===== src/rtl/clk_div_pkg.sv =====
// Shared definitions for the multi-channel clock divider.
// Optional feature macro: CLK_DIV_DUTY_EN (programmable high time).
package clk_div_pkg;

  localparam int unsigned RATIO_WD_DEF = 8;

  typedef enum logic [1:0] {
    DISABLED = 2'd0,
    BYPASS   = 2'd1,
    DIVIDE   = 2'd2
  } chan_mode_e;

  // ceil(a/2), written as a - floor(a/2) so it cannot overflow
  function automatic logic [31:0] ceil_half(input logic [31:0] a);
    return a - (a >> 1);
  endfunction

endpackage


===== src/rtl/clk_div_chan.sv =====
// One independent divider channel.
// Optional feature macro: CLK_DIV_DUTY_EN adds i_high_time (programmable high time).
module clk_div_chan
  import clk_div_pkg::*;
#(
  parameter int unsigned RATIO_WD = RATIO_WD_DEF
) (
  input  logic                i_ref_clk,
  input  logic                i_rst,
  input  logic                i_clk_en,
  input  logic [RATIO_WD-1:0] i_div_ratio,
`ifdef CLK_DIV_DUTY_EN
  input  logic [RATIO_WD-1:0] i_high_time,
`endif
  output logic                o_div_clk,
  output logic                o_tick,
  output logic                o_bypass
);

  logic [RATIO_WD-1:0] a_q, a_d;
  logic [RATIO_WD-1:0] h_q, h_d;
  logic [RATIO_WD-1:0] cnt_q, cnt_d;
  logic                div_q, div_d;
  logic                tick_q, tick_d;
  logic [RATIO_WD-1:0] h_load;
  chan_mode_e          mode;

  // High time to load alongside the incoming ratio
  always_comb begin
    h_load = RATIO_WD'(ceil_half(32'(i_div_ratio)));
`ifdef CLK_DIV_DUTY_EN
    if ((i_high_time != '0) && (i_high_time < i_div_ratio)) begin
      h_load = i_high_time;
    end
`endif
  end

  // Channel mode from the live enable and the active ratio
  always_comb begin
    if (!i_clk_en) begin
      mode = DISABLED;
    end else if (a_q[RATIO_WD-1:1] == '0) begin
      mode = BYPASS;
    end else begin
      mode = DIVIDE;
    end
  end

  // Next state: cnt_q is the position within the period that the next edge emits
  always_comb begin
    a_d    = a_q;
    h_d    = h_q;
    cnt_d  = cnt_q;
    div_d  = div_q;
    tick_d = tick_q;
    unique case (mode)
      DISABLED, BYPASS: begin
        a_d    = i_div_ratio;
        h_d    = h_load;
        cnt_d  = '0;
        div_d  = 1'b0;
        tick_d = 1'b0;
      end
      DIVIDE: begin
        div_d  = (cnt_q < h_q);
        tick_d = (cnt_q == '0);
        if (cnt_q == a_q - RATIO_WD'(1)) begin
          cnt_d = '0;
          a_d   = i_div_ratio;
          h_d   = h_load;
        end else begin
          cnt_d = cnt_q + RATIO_WD'(1);
        end
      end
      default: begin
        cnt_d = '0;
      end
    endcase
  end

  // State register with synchronous reset
  always_ff @(posedge i_ref_clk) begin
    if (i_rst) begin
      a_q    <= '0;
      h_q    <= '0;
      cnt_q  <= '0;
      div_q  <= 1'b0;
      tick_q <= 1'b0;
    end else begin
      a_q    <= a_d;
      h_q    <= h_d;
      cnt_q  <= cnt_d;
      div_q  <= div_d;
      tick_q <= tick_d;
    end
  end

  // Outputs: bypass passes the reference clock straight through
  always_comb begin
    o_div_clk = 1'b0;
    o_tick    = 1'b0;
    o_bypass  = 1'b0;
    if (!i_rst) begin
      unique case (mode)
        BYPASS: begin
          o_div_clk = i_ref_clk;
          o_tick    = 1'b1;
          o_bypass  = 1'b1;
        end
        DIVIDE: begin
          o_div_clk = div_q;
          o_tick    = tick_q;
        end
        default: begin
          o_div_clk = 1'b0;
        end
      endcase
    end
  end

endmodule


===== src/rtl/clk_div_multi.sv =====
// N_CH independent clock dividers sharing one reference clock.
// Optional feature macro: CLK_DIV_DUTY_EN adds i_high_time (programmable high time).
module clk_div_multi
  import clk_div_pkg::*;
#(
  parameter int unsigned N_CH     = 4,
  parameter int unsigned RATIO_WD = RATIO_WD_DEF
) (
  input  logic                     i_ref_clk,
  input  logic                     i_rst,
  input  logic [N_CH-1:0]          i_clk_en,
  input  logic [N_CH*RATIO_WD-1:0] i_div_ratio,
`ifdef CLK_DIV_DUTY_EN
  input  logic [N_CH*RATIO_WD-1:0] i_high_time,
`endif
  output logic [N_CH-1:0]          o_div_clk,
  output logic [N_CH-1:0]          o_tick,
  output logic [N_CH-1:0]          o_bypass
);

  for (genvar c = 0; c < N_CH; c++) begin : g_chan
    clk_div_chan #(
      .RATIO_WD(RATIO_WD)
    ) u_chan (
      .i_ref_clk  (i_ref_clk),
      .i_rst      (i_rst),
      .i_clk_en   (i_clk_en[c]),
      .i_div_ratio(i_div_ratio[c*RATIO_WD +: RATIO_WD]),
`ifdef CLK_DIV_DUTY_EN
      .i_high_time(i_high_time[c*RATIO_WD +: RATIO_WD]),
`endif
      .o_div_clk  (o_div_clk[c]),
      .o_tick     (o_tick[c]),
      .o_bypass   (o_bypass[c])
    );
  end

endmodule


===== config.mk =====
export PLATFORM = sky130hd
export DESIGN_NAME = clk_div_multi
export DESIGN_NICKNAME = d
export VERILOG_FILES = /design/src/rtl/clk_div_pkg.sv /design/src/rtl/clk_div_chan.sv /design/src/rtl/clk_div_multi.sv
export SDC_FILE = /design/constraint.sdc
export NUM_CORES = 1
export LEC_CHECK = 0
export BUFFER_PORTS_ARGS = -buffer_cell sky130_fd_sc_hd__buf_2
export CORE_ASPECT_RATIO = 0.9
export CORE_MARGIN = 3
export CORE_UTILIZATION = 62
export DETAILED_ROUTE_END_ITERATION = 10
export PLACE_DENSITY = 0.81
export SYNTH_ARGS = -nofsm -noshare
export SYNTH_HDL_FRONTEND = slang
export SYNTH_HIERARCHICAL = 1
export SYNTH_SLANG_ARGS = --single-unit

===== constraint.sdc =====
create_clock -name i_ref_clk -period 2.68 [get_ports i_ref_clk]
set_clock_uncertainty 0.05 [all_clocks]
set_input_delay 0.536 -clock i_ref_clk [delete_from_list [all_inputs] [get_ports i_ref_clk]]
set_output_delay 0.536 -clock i_ref_clk [all_outputs]
set_load 0.005 [all_outputs]

Word-level counts from Yosys, hierarchy flattened
Cells that the tools add are included.

Reductions and logical operators: 28. $add $sub $neg: 12. $lt $le $gt $ge: 4. Multiplexer cells: 56. Bitwise gates (word level): 4. Eq/ne operators: 16.

Operators by type and width (number): $pmux W8 S2 (8); $mux W8 (8); $add A8 B1 Y8 const B (4); $eq A8 B8 Y1 (4); $logic_not A8 Y1 (4); $lt A8 B8 Y1 (4); $pmux W1 S2 (16); $sub A8 B1 Y8 const B (4); $sub A8 B7 Y8 (4); $logic_not A7 Y1 (4); $mux W1 (16); $mux W2 (8); $reduce_or A3 Y1 (4); $eq A2 B1 Y1 const B (4); $eq A2 B2 Y1 const B (4); $logic_not A2 Y1 (4); $ne A2 B1 Y1 const B (4); $reduce_and A2 Y1 (4); $reduce_bool A2 Y1 (4); $reduce_or A2 Y1 (4); $not A1 Y1 (4).

Bits of input ports: 38. Register bits: 104. Word-level logic and storage cells: 140. Output and inout port bits: 12.

Logic depth before layout (Yosys ltp)
Gate-level depths: netlist of run 1.

Depth in word-level cells: 7. Mapped depth: 8. Depth with buffers taken out: 8.

Cells and area by module
The synthesis of run 1 kept the hierarchy.

Modules (own cells, without submodules): clk_div_chan at g_chan[0].u_chan ... (seq. area each 520.5 µm², cells an instance 212, area each 1895.6 µm², instances 3); clk_div_chan at g_chan[3].u_chan (seq. area each 520.5 µm², cells an instance 214, area each 1888.1 µm², instances 1).

==> flow_metrics.env, run 1 <==
export IMPL_syn_area_um2=7575
export IMPL_core_area_um2=11670
export IMPL_postCtsHoldBufs=0
export IMPL_diodes=0
export IMPL_ioPinCount=50
export IMPL_arrival_ns=2.10
export IMPL_insertion_delay_ns=0.47
export IMPL_synth_flop_cell="dfxtp_1"
export IMPL_stdcell_area_um2=8533
export IMPL_numPortBuffers=49
export IMPL_setup_tns_ns=-0.005890
export IMPL_worstSetupEndpointType="output port"
export IMPL_post_route_cells_drive_above_1_share_pct=21.72
export IMPL_dp_hpwl_mm=12.43
export IMPL_drcViolationCount=0
export IMPL_p_sw_mw=1.514
export IMPL_rsz0062_at_grt="yes"
export IMPL_drv_cap=0
export IMPL_criticalPathCategory="reg2out"
export IMPL_p_per_area_nw_per_um2=588.6
export IMPL_syn_inst=850
export IMPL_syn_area_per_cell_um2=8.911
export IMPL_antenna_found_initial=0
export IMPL_drt_iter0_drc=598
export IMPL_p_leak_nw=3.845
export IMPL_cp_max_fo=4
export IMPL_routed_wl_mm=18.02
export IMPL_synth_fp_nets=960
export IMPL_irDropWorstVdd_v=0.0003401
export IMPL_grt_pass1_vias=6644
export IMPL_fillers=864
export IMPL_via_count=6640
export IMPL_grt_usage_pct=27.22
export IMPL_fin_nets=1012
export IMPL_fin_hold_ws_ns=0.3101
export IMPL_fp_dieArea_um2=13580
export IMPL_synthArstFlopShare_pct=0
export IMPL_cts_tree="built"
export IMPL_ant_nets=0
export IMPL_synth_edf_count=0
export IMPL_ys_warn_count=6
export IMPL_fmax_mhz=372.3
export IMPL_hold_class="in2reg"
export IMPL_startpoint_type="flip-flop"
export IMPL_syn2layout_area_growth_pct=12.65
export IMPL_required_ns=2.09
export IMPL_grt_overflow_total=0
export IMPL_synthDistinctLibCells=49
export IMPL_grt_max_degree=25
export IMPL_setup_viol=1
export IMPL_p_int_mw=3.509
export IMPL_fin_ws_ns=-0.005890
export IMPL_status="complete, but fails checks"
export IMPL_avgViaCountPerCell=6.246
export IMPL_wl_per_cell_um=16.95
export IMPL_hold_viol=0
export IMPL_slew_headroom_pct=50.02
export IMPL_ys_seq_area_share_pct=27.49
export IMPL_path_clk_slew_ns=0.07
export IMPL_die_w_um=122.5
export IMPL_fin_crit_ns=2.686
export IMPL_ff2ff_setup_slack_ns=0.01
export IMPL_place_gp_congestion=0.9012
export IMPL_initial_core_util_pct=64.93
export IMPL_placed_area_um2=7949
export IMPL_switching_share_pct=30.13
export IMPL_tightest_slew_ns=0.7429
export IMPL_clkPwrFrac_pct=37.5
export IMPL_rows=37
export IMPL_slew_viol_final=0
export IMPL_synth_seq_cells=104
export IMPL_violations="setup timing"
export IMPL_pwr_share_comb_pct=26.4
export IMPL_preCtsSetupSlack_ns=0.2400
export IMPL_seqPwrFrac_pct=36.1
export IMPL_grt_pass1_wl_mm=30.55
export IMPL_min_period_over_period_pct=100.2
export IMPL_die_y_um=110.9
export IMPL_drt_pass1_iterations=5
## power groups by stage
stage               combinational (mW)  sequential, mW  clock, mW
CTS                               1.28            1.81       1.94
global route                      1.47            1.83       1.99
detailed placement                1.24            1.84     0.0219
finish                            1.32            1.81       1.88
global placement                  1.18            1.83     0.0219
floorplan                         1.00            1.80     0.0166
## cell families after synthesis
logic type / count (synthesis) / share of synthesized area, %
fa+ha+maj: 72 / 12.29
mux: 25 / 3.551
simple gates: 257 / 18.57
buf+inv: 131 / 7.301
xor+xnor: 67 / 8.474
compound gates: 194 / 22.33
flops: 104 / 27.49
## state kept, by name, summed over array words and instances (netlist names)
signal and flops:
g_chan.u_chan/h_q 32, g_chan.u_chan/tick_q 4, g_chan.u_chan/cnt_q 32, g_chan.u_chan/div_q 4, g_chan.u_chan/a_q 32
## area by class of cell
type	count	area (um2)	share of cell area, %
Timing Repair Buffer	73	437.9	5.132
Tap cell	156	195.2	2.287
Sequential cell	104	2105	24.66
Inverter	91	341.6	4.003
Clock buffer	19	362.8	4.252
Multi-Input combinational cell	615	4986	58.43
Clock inverter	5	105.1	1.232
## synth_stat cells, types with 4 or more instances
master       n  area (um2)
xnor3_1      4       90.09
nand3_1     22       110.1
o2111ai_1   43       376.6
nand4_1      4       25.02
or3_1        4       25.02
nor2_1      53       198.9
and2_4       4       35.03
and3_1      36       225.2
xnor2_1     35       306.5
mux2_2      15       168.9
nor4_1      12       75.07
mux2i_1     10       100.1
nor3_1      31       155.2
a32o_1       4       40.04
nor2b_1     17       106.4
nor3b_1      4       30.03
fa_1         4       80.08
o211a_1      5       50.05
nand2_1     31       116.4
buf_6        8       90.09
nand2b_1     5       31.28
ha_1        68       850.8
a311oi_1     8       70.07
xor2_1      28       245.2
o31ai_2     39       488.0
and4_1       4       35.03
nand3b_1     6       45.04
o21ai_0     12       60.06
dfxtp_1    104        2082
o21a_1      10       75.07
nor4b_1      4       35.03
clkbuf_1    31       116.4
a21o_1      12       90.09
o31a_1       4       35.03
o21a_4       4       60.06
a31oi_1      9       56.30
o211ai_1     5       37.54
inv_1       91       341.6
or2_2       12       75.07
a21oi_1     26       130.1
o221ai_1     4       35.03
or4_4        6       67.56
## final timing paths
| check | startpoint | to | cells past startpoint |
|---|---|---|---|
| worst max register to register | g_chan[0].u_chan/a_q[2] | g_chan[0].u_chan/h_q[1] | 6 |
| worst min-delay path | i_div_ratio[8] | g_chan[1].u_chan/a_q[0] | 3 |
| worst max-delay path | g_chan[0].u_chan/a_q[5] | o_div_clk[0] | 5 |
| worst min register to register | g_chan[2].u_chan/h_q[4] | g_chan[2].u_chan/h_q[4] | 2 |
## placed cells by master (no fill, tap or decap), drive strengths merged, types with 5 or more instances in the layout
master   instances
mux2i           10
ha              68
o211a            5
clkbuf          15
a21o            12
o2111ai         43
o211ai           5
nand3b           6
a311oi           8
inv             91
nor2            53
o21ai           12
nand2           31
nor2b           17
nor4            12
a21oi           26
xnor2           35
mux2            15
nor3            31
or4              8
dfxtp          104
nand3           22
a31oi            9
or2             12
o21a            14
buf             77
and3            36
o31ai           39
nand2b           5
xor2            28
## through the flow
stage	instances	total power, mW	utilization (%)
2_1_floorplan	850	2.817	-
3_3_place_gp	1034	3.036	68.14
3_5_place_dp	1034	3.100	68.14
4_1_cts	1057	5.021	72.50
5_1_grt	1063	5.287	73.14
6_report	1063	5.023	73.14
## critical path: stages, from the launching register on
cell	delay [ns]
dfxtp_2	0.34
or4_4	0.55
or4_4	0.45
nand2_2	0.09
a21oi_2	0.07
buf_2	0.13
## layer usage
layer | wire length [um] | vias up | GRT usage [%]
met1 | 7575 | 3156 | 33.64
met5 | 0 | - | 0
li1 | - | 3207 | -
met3 | 1089 | 48 | 7.959
met2 | 8863 | 229 | 44.32
met4 | 491 | 0 | 10.75
## repair_timing
item,CTS,global route
gates cloned,0,0
resized for setup,16,7
endpoints found under the hold margin,0,0
setup buffers,3,6
setup endpoints to repair,5,9
pin swaps,1,1
No activity file was read; power rests on OpenSTA's default activity.
==> run 2: changes to the inputs <==
==> constraint.sdc (replaced) <==
create_clock -name i_ref_clk -period 2.68 [get_ports i_ref_clk]
set_clock_uncertainty 0.05 [all_clocks]
set_input_delay 0.536 -clock i_ref_clk [delete_from_list [all_inputs] [get_ports i_ref_clk]]
set_output_delay 0.536 -clock i_ref_clk [all_outputs]
set_load 0.01 [all_outputs]
==> run 2 against run 1 <==
The run still ends with setup timing left. Wire length fell by 0.88%. Sequential share of layout area rose by 0.087 points. Maximum frequency fell by 0.74%. Critical path depth did not move. Sequential cell count did not move. Via count fell by 0.83%. Cell area fell by 0.53%. Critical path type unchanged. Critical endpoint unchanged. Largest power group is now sequential cells.
==> flow_metrics.env, run 2 (same netlist as run 1, synthesis figures left out) <==
export IMPL_status="complete, but fails checks"
export IMPL_violations="setup timing"
export IMPL_fin_hold_ws_ns=0.3229
export IMPL_largestRegisters="g_chan.u_chan/a_q x32, g_chan.u_chan/cnt_q x32, g_chan.u_chan/h_q x32"
export IMPL_via_count=6585
export IMPL_r2r_cells=6
export IMPL_diodes=0
export IMPL_drv_cap=0
export IMPL_drcViolationCount=0
export IMPL_setup_viol=2
export IMPL_path_clk_slew_ns=0.07
export IMPL_startpoint_type="flip-flop"
export IMPL_irDropWorstVdd_v=0.0003778
export IMPL_slew_viol_final=0
export IMPL_grt_max_degree=25
export IMPL_grt_usage_pct=26.35
export IMPL_avgViaCountPerCell=6.206
export IMPL_dp_hpwl_mm=12.32
export IMPL_worst_path_largest_cell_delay_ns=0.56
export IMPL_preCtsSetupSlack_ns=0.2493
export IMPL_min_from="i_div_ratio[24]"
export IMPL_syn2layout_area_growth_pct=12.06
export IMPL_core_area_um2=11670
export IMPL_cp_common_cell="or4_4"
export IMPL_fin_crit_ns=2.706
export IMPL_hold_class="in2reg"
export IMPL_cts_tree="built"
export IMPL_required_ns=2.09
export IMPL_r2r_end="g_chan[0].u_chan/h_q[1]"
export IMPL_fin_util_pct=72.76
export IMPL_cp_top_family="simple AND/OR/NAND/NOR gates"
export IMPL_drt_iter0_drc=590
export IMPL_cp_slowest_cell="or4_4"
export IMPL_min_period_over_period_pct=101.0
export IMPL_path_cells="or4_4 > or4_4 > nand2_2 > a21oi_2 > buf_2"
export IMPL_ff2ff_setup_slack_ns=0.21
export IMPL_postCtsHoldBufs=0
export IMPL_wl_per_cell_um=16.83
export IMPL_setup_tns_ns=-0.02603
export IMPL_post_route_cells_drive_above_1_share_pct=21.77
export IMPL_fp_dieArea_um2=13580
export IMPL_ioPinCount=50
export IMPL_final_common_cell="dfxtp_1"
export IMPL_initial_core_util_pct=64.93
export IMPL_fin_ws_ns=-0.02603
export IMPL_grt_pass1_wl_mm=29.57
export IMPL_grt_overflow_total=0
export IMPL_antenna_found_initial=0
export IMPL_rows=37
export IMPL_final_cell_mix="dfxtp_1, inv_1, ha_1, nor2_1, buf_2"
export IMPL_drt_pass1_iterations=5
export IMPL_cp_max_fo=3
export IMPL_ant_nets=0
export IMPL_dp_cells=1034
export IMPL_p_per_area_nw_per_um2=573.0
export IMPL_slew_headroom_pct=59.69
export IMPL_fmax_mhz=369.5
export IMPL_grt_pass1_vias=6454
export IMPL_rsz0062_at_grt="yes"
export IMPL_whs_endpoint="g_chan[3].u_chan/a_q[0]"
export IMPL_die_w_um=122.5
export IMPL_die_y_um=110.9
export IMPL_place_gp_congestion=0.8998
export IMPL_criticalPathCategory="reg2out"
export IMPL_numPortBuffers=49
export IMPL_path_depth=5
export IMPL_p_leak_nw=3.815
export IMPL_worstHoldPathCells=3
export IMPL_fin_nets=1009
export IMPL_hold_viol=0
export IMPL_layout_cells_non_filler=1061
export IMPL_worst_path_buf_inv=1
export IMPL_tightest_slew_ns=0.5991
export IMPL_worstSetupEndpointType="output port"
export IMPL_regToRegStartpoint="g_chan[0].u_chan/a_q[5]"
export IMPL_arrival_ns=2.12
export IMPL_insertion_delay_ns=0.46
export IMPL_routed_wl_mm=17.86
-- run 2: cell types whose count changed in the layout (fill, tap and decap cells not counted), moves of 2 or more --
cell       previous run  this run
nand2_1              30        28
clkbuf_1              1         4
bufinv_16             3         1
nand2_2               1         3
nor2_2                0         2
nor2_1               53        51
buf_4                29        25
-- run 2: worst max path at each step --
stage | startpoint | end
global route | g_chan[0].u_chan/a_q[5] | o_div_clk[0]
CTS | g_chan[0].u_chan/a_q[5] | o_div_clk[0]
detailed placement | i_div_ratio[24] | g_chan[3].u_chan/h_q[6]
floorplan | g_chan[3].u_chan/a_q[2] | o_div_clk[3]
global placement | i_div_ratio[24] | g_chan[3].u_chan/h_q[6]
finish | g_chan[0].u_chan/a_q[5] | o_div_clk[0]
-- run 2: area by class of cell --
class                      count  area, um2
clock buffer                  23      387.9
clock inverter                 2      37.54
timing repair buffer          70      419.2
inverter                      91      341.6
multi-input combinational    615       5006
sequential                   104       2101
tap                          156      195.2
fill                         855       3178
-- run 2: per-stage QoR --
step / area [um2] / total power [mW]
after floorplan: 7575 / 2.823
after global placement: 7949 / 3.042
final: 8488 / 4.863
after detailed placement: 7949 / 3.108
after global routing: 8488 / 5.121
after CTS: 8382 / 4.832
-- run 2: worst register-to-register path: stages (launching register included) --
cell      delay, ns
dfxtp_4        0.35
buf_4          0.13
nor4_1         0.55
a21oi_1        0.16
o221ai_1       0.32
o21a_4         0.42
mux2_2         0.38
-- run 2: power breakdown --
group	internal [mW]	switching, mW
clock	1.06	0.669
combinational	0.613	0.709
sequential	1.69	0.131
total	3.36	1.51
-- run 2: timing repair --
item | CTS | global route
setup buffers | 0 | 6
gates cloned | 0 | 0
endpoints found under the setup margin | 5 | 11
resized for setup | 9 | 19
-- run 2: per-layer routing --
metal | GRT usage, % | wire [um]
met4 | 8.731 | 335
met3 | 6.837 | 935
met1 | 32.57 | 7629
met5 | 0 | 0
met2 | 44.32 | 8960
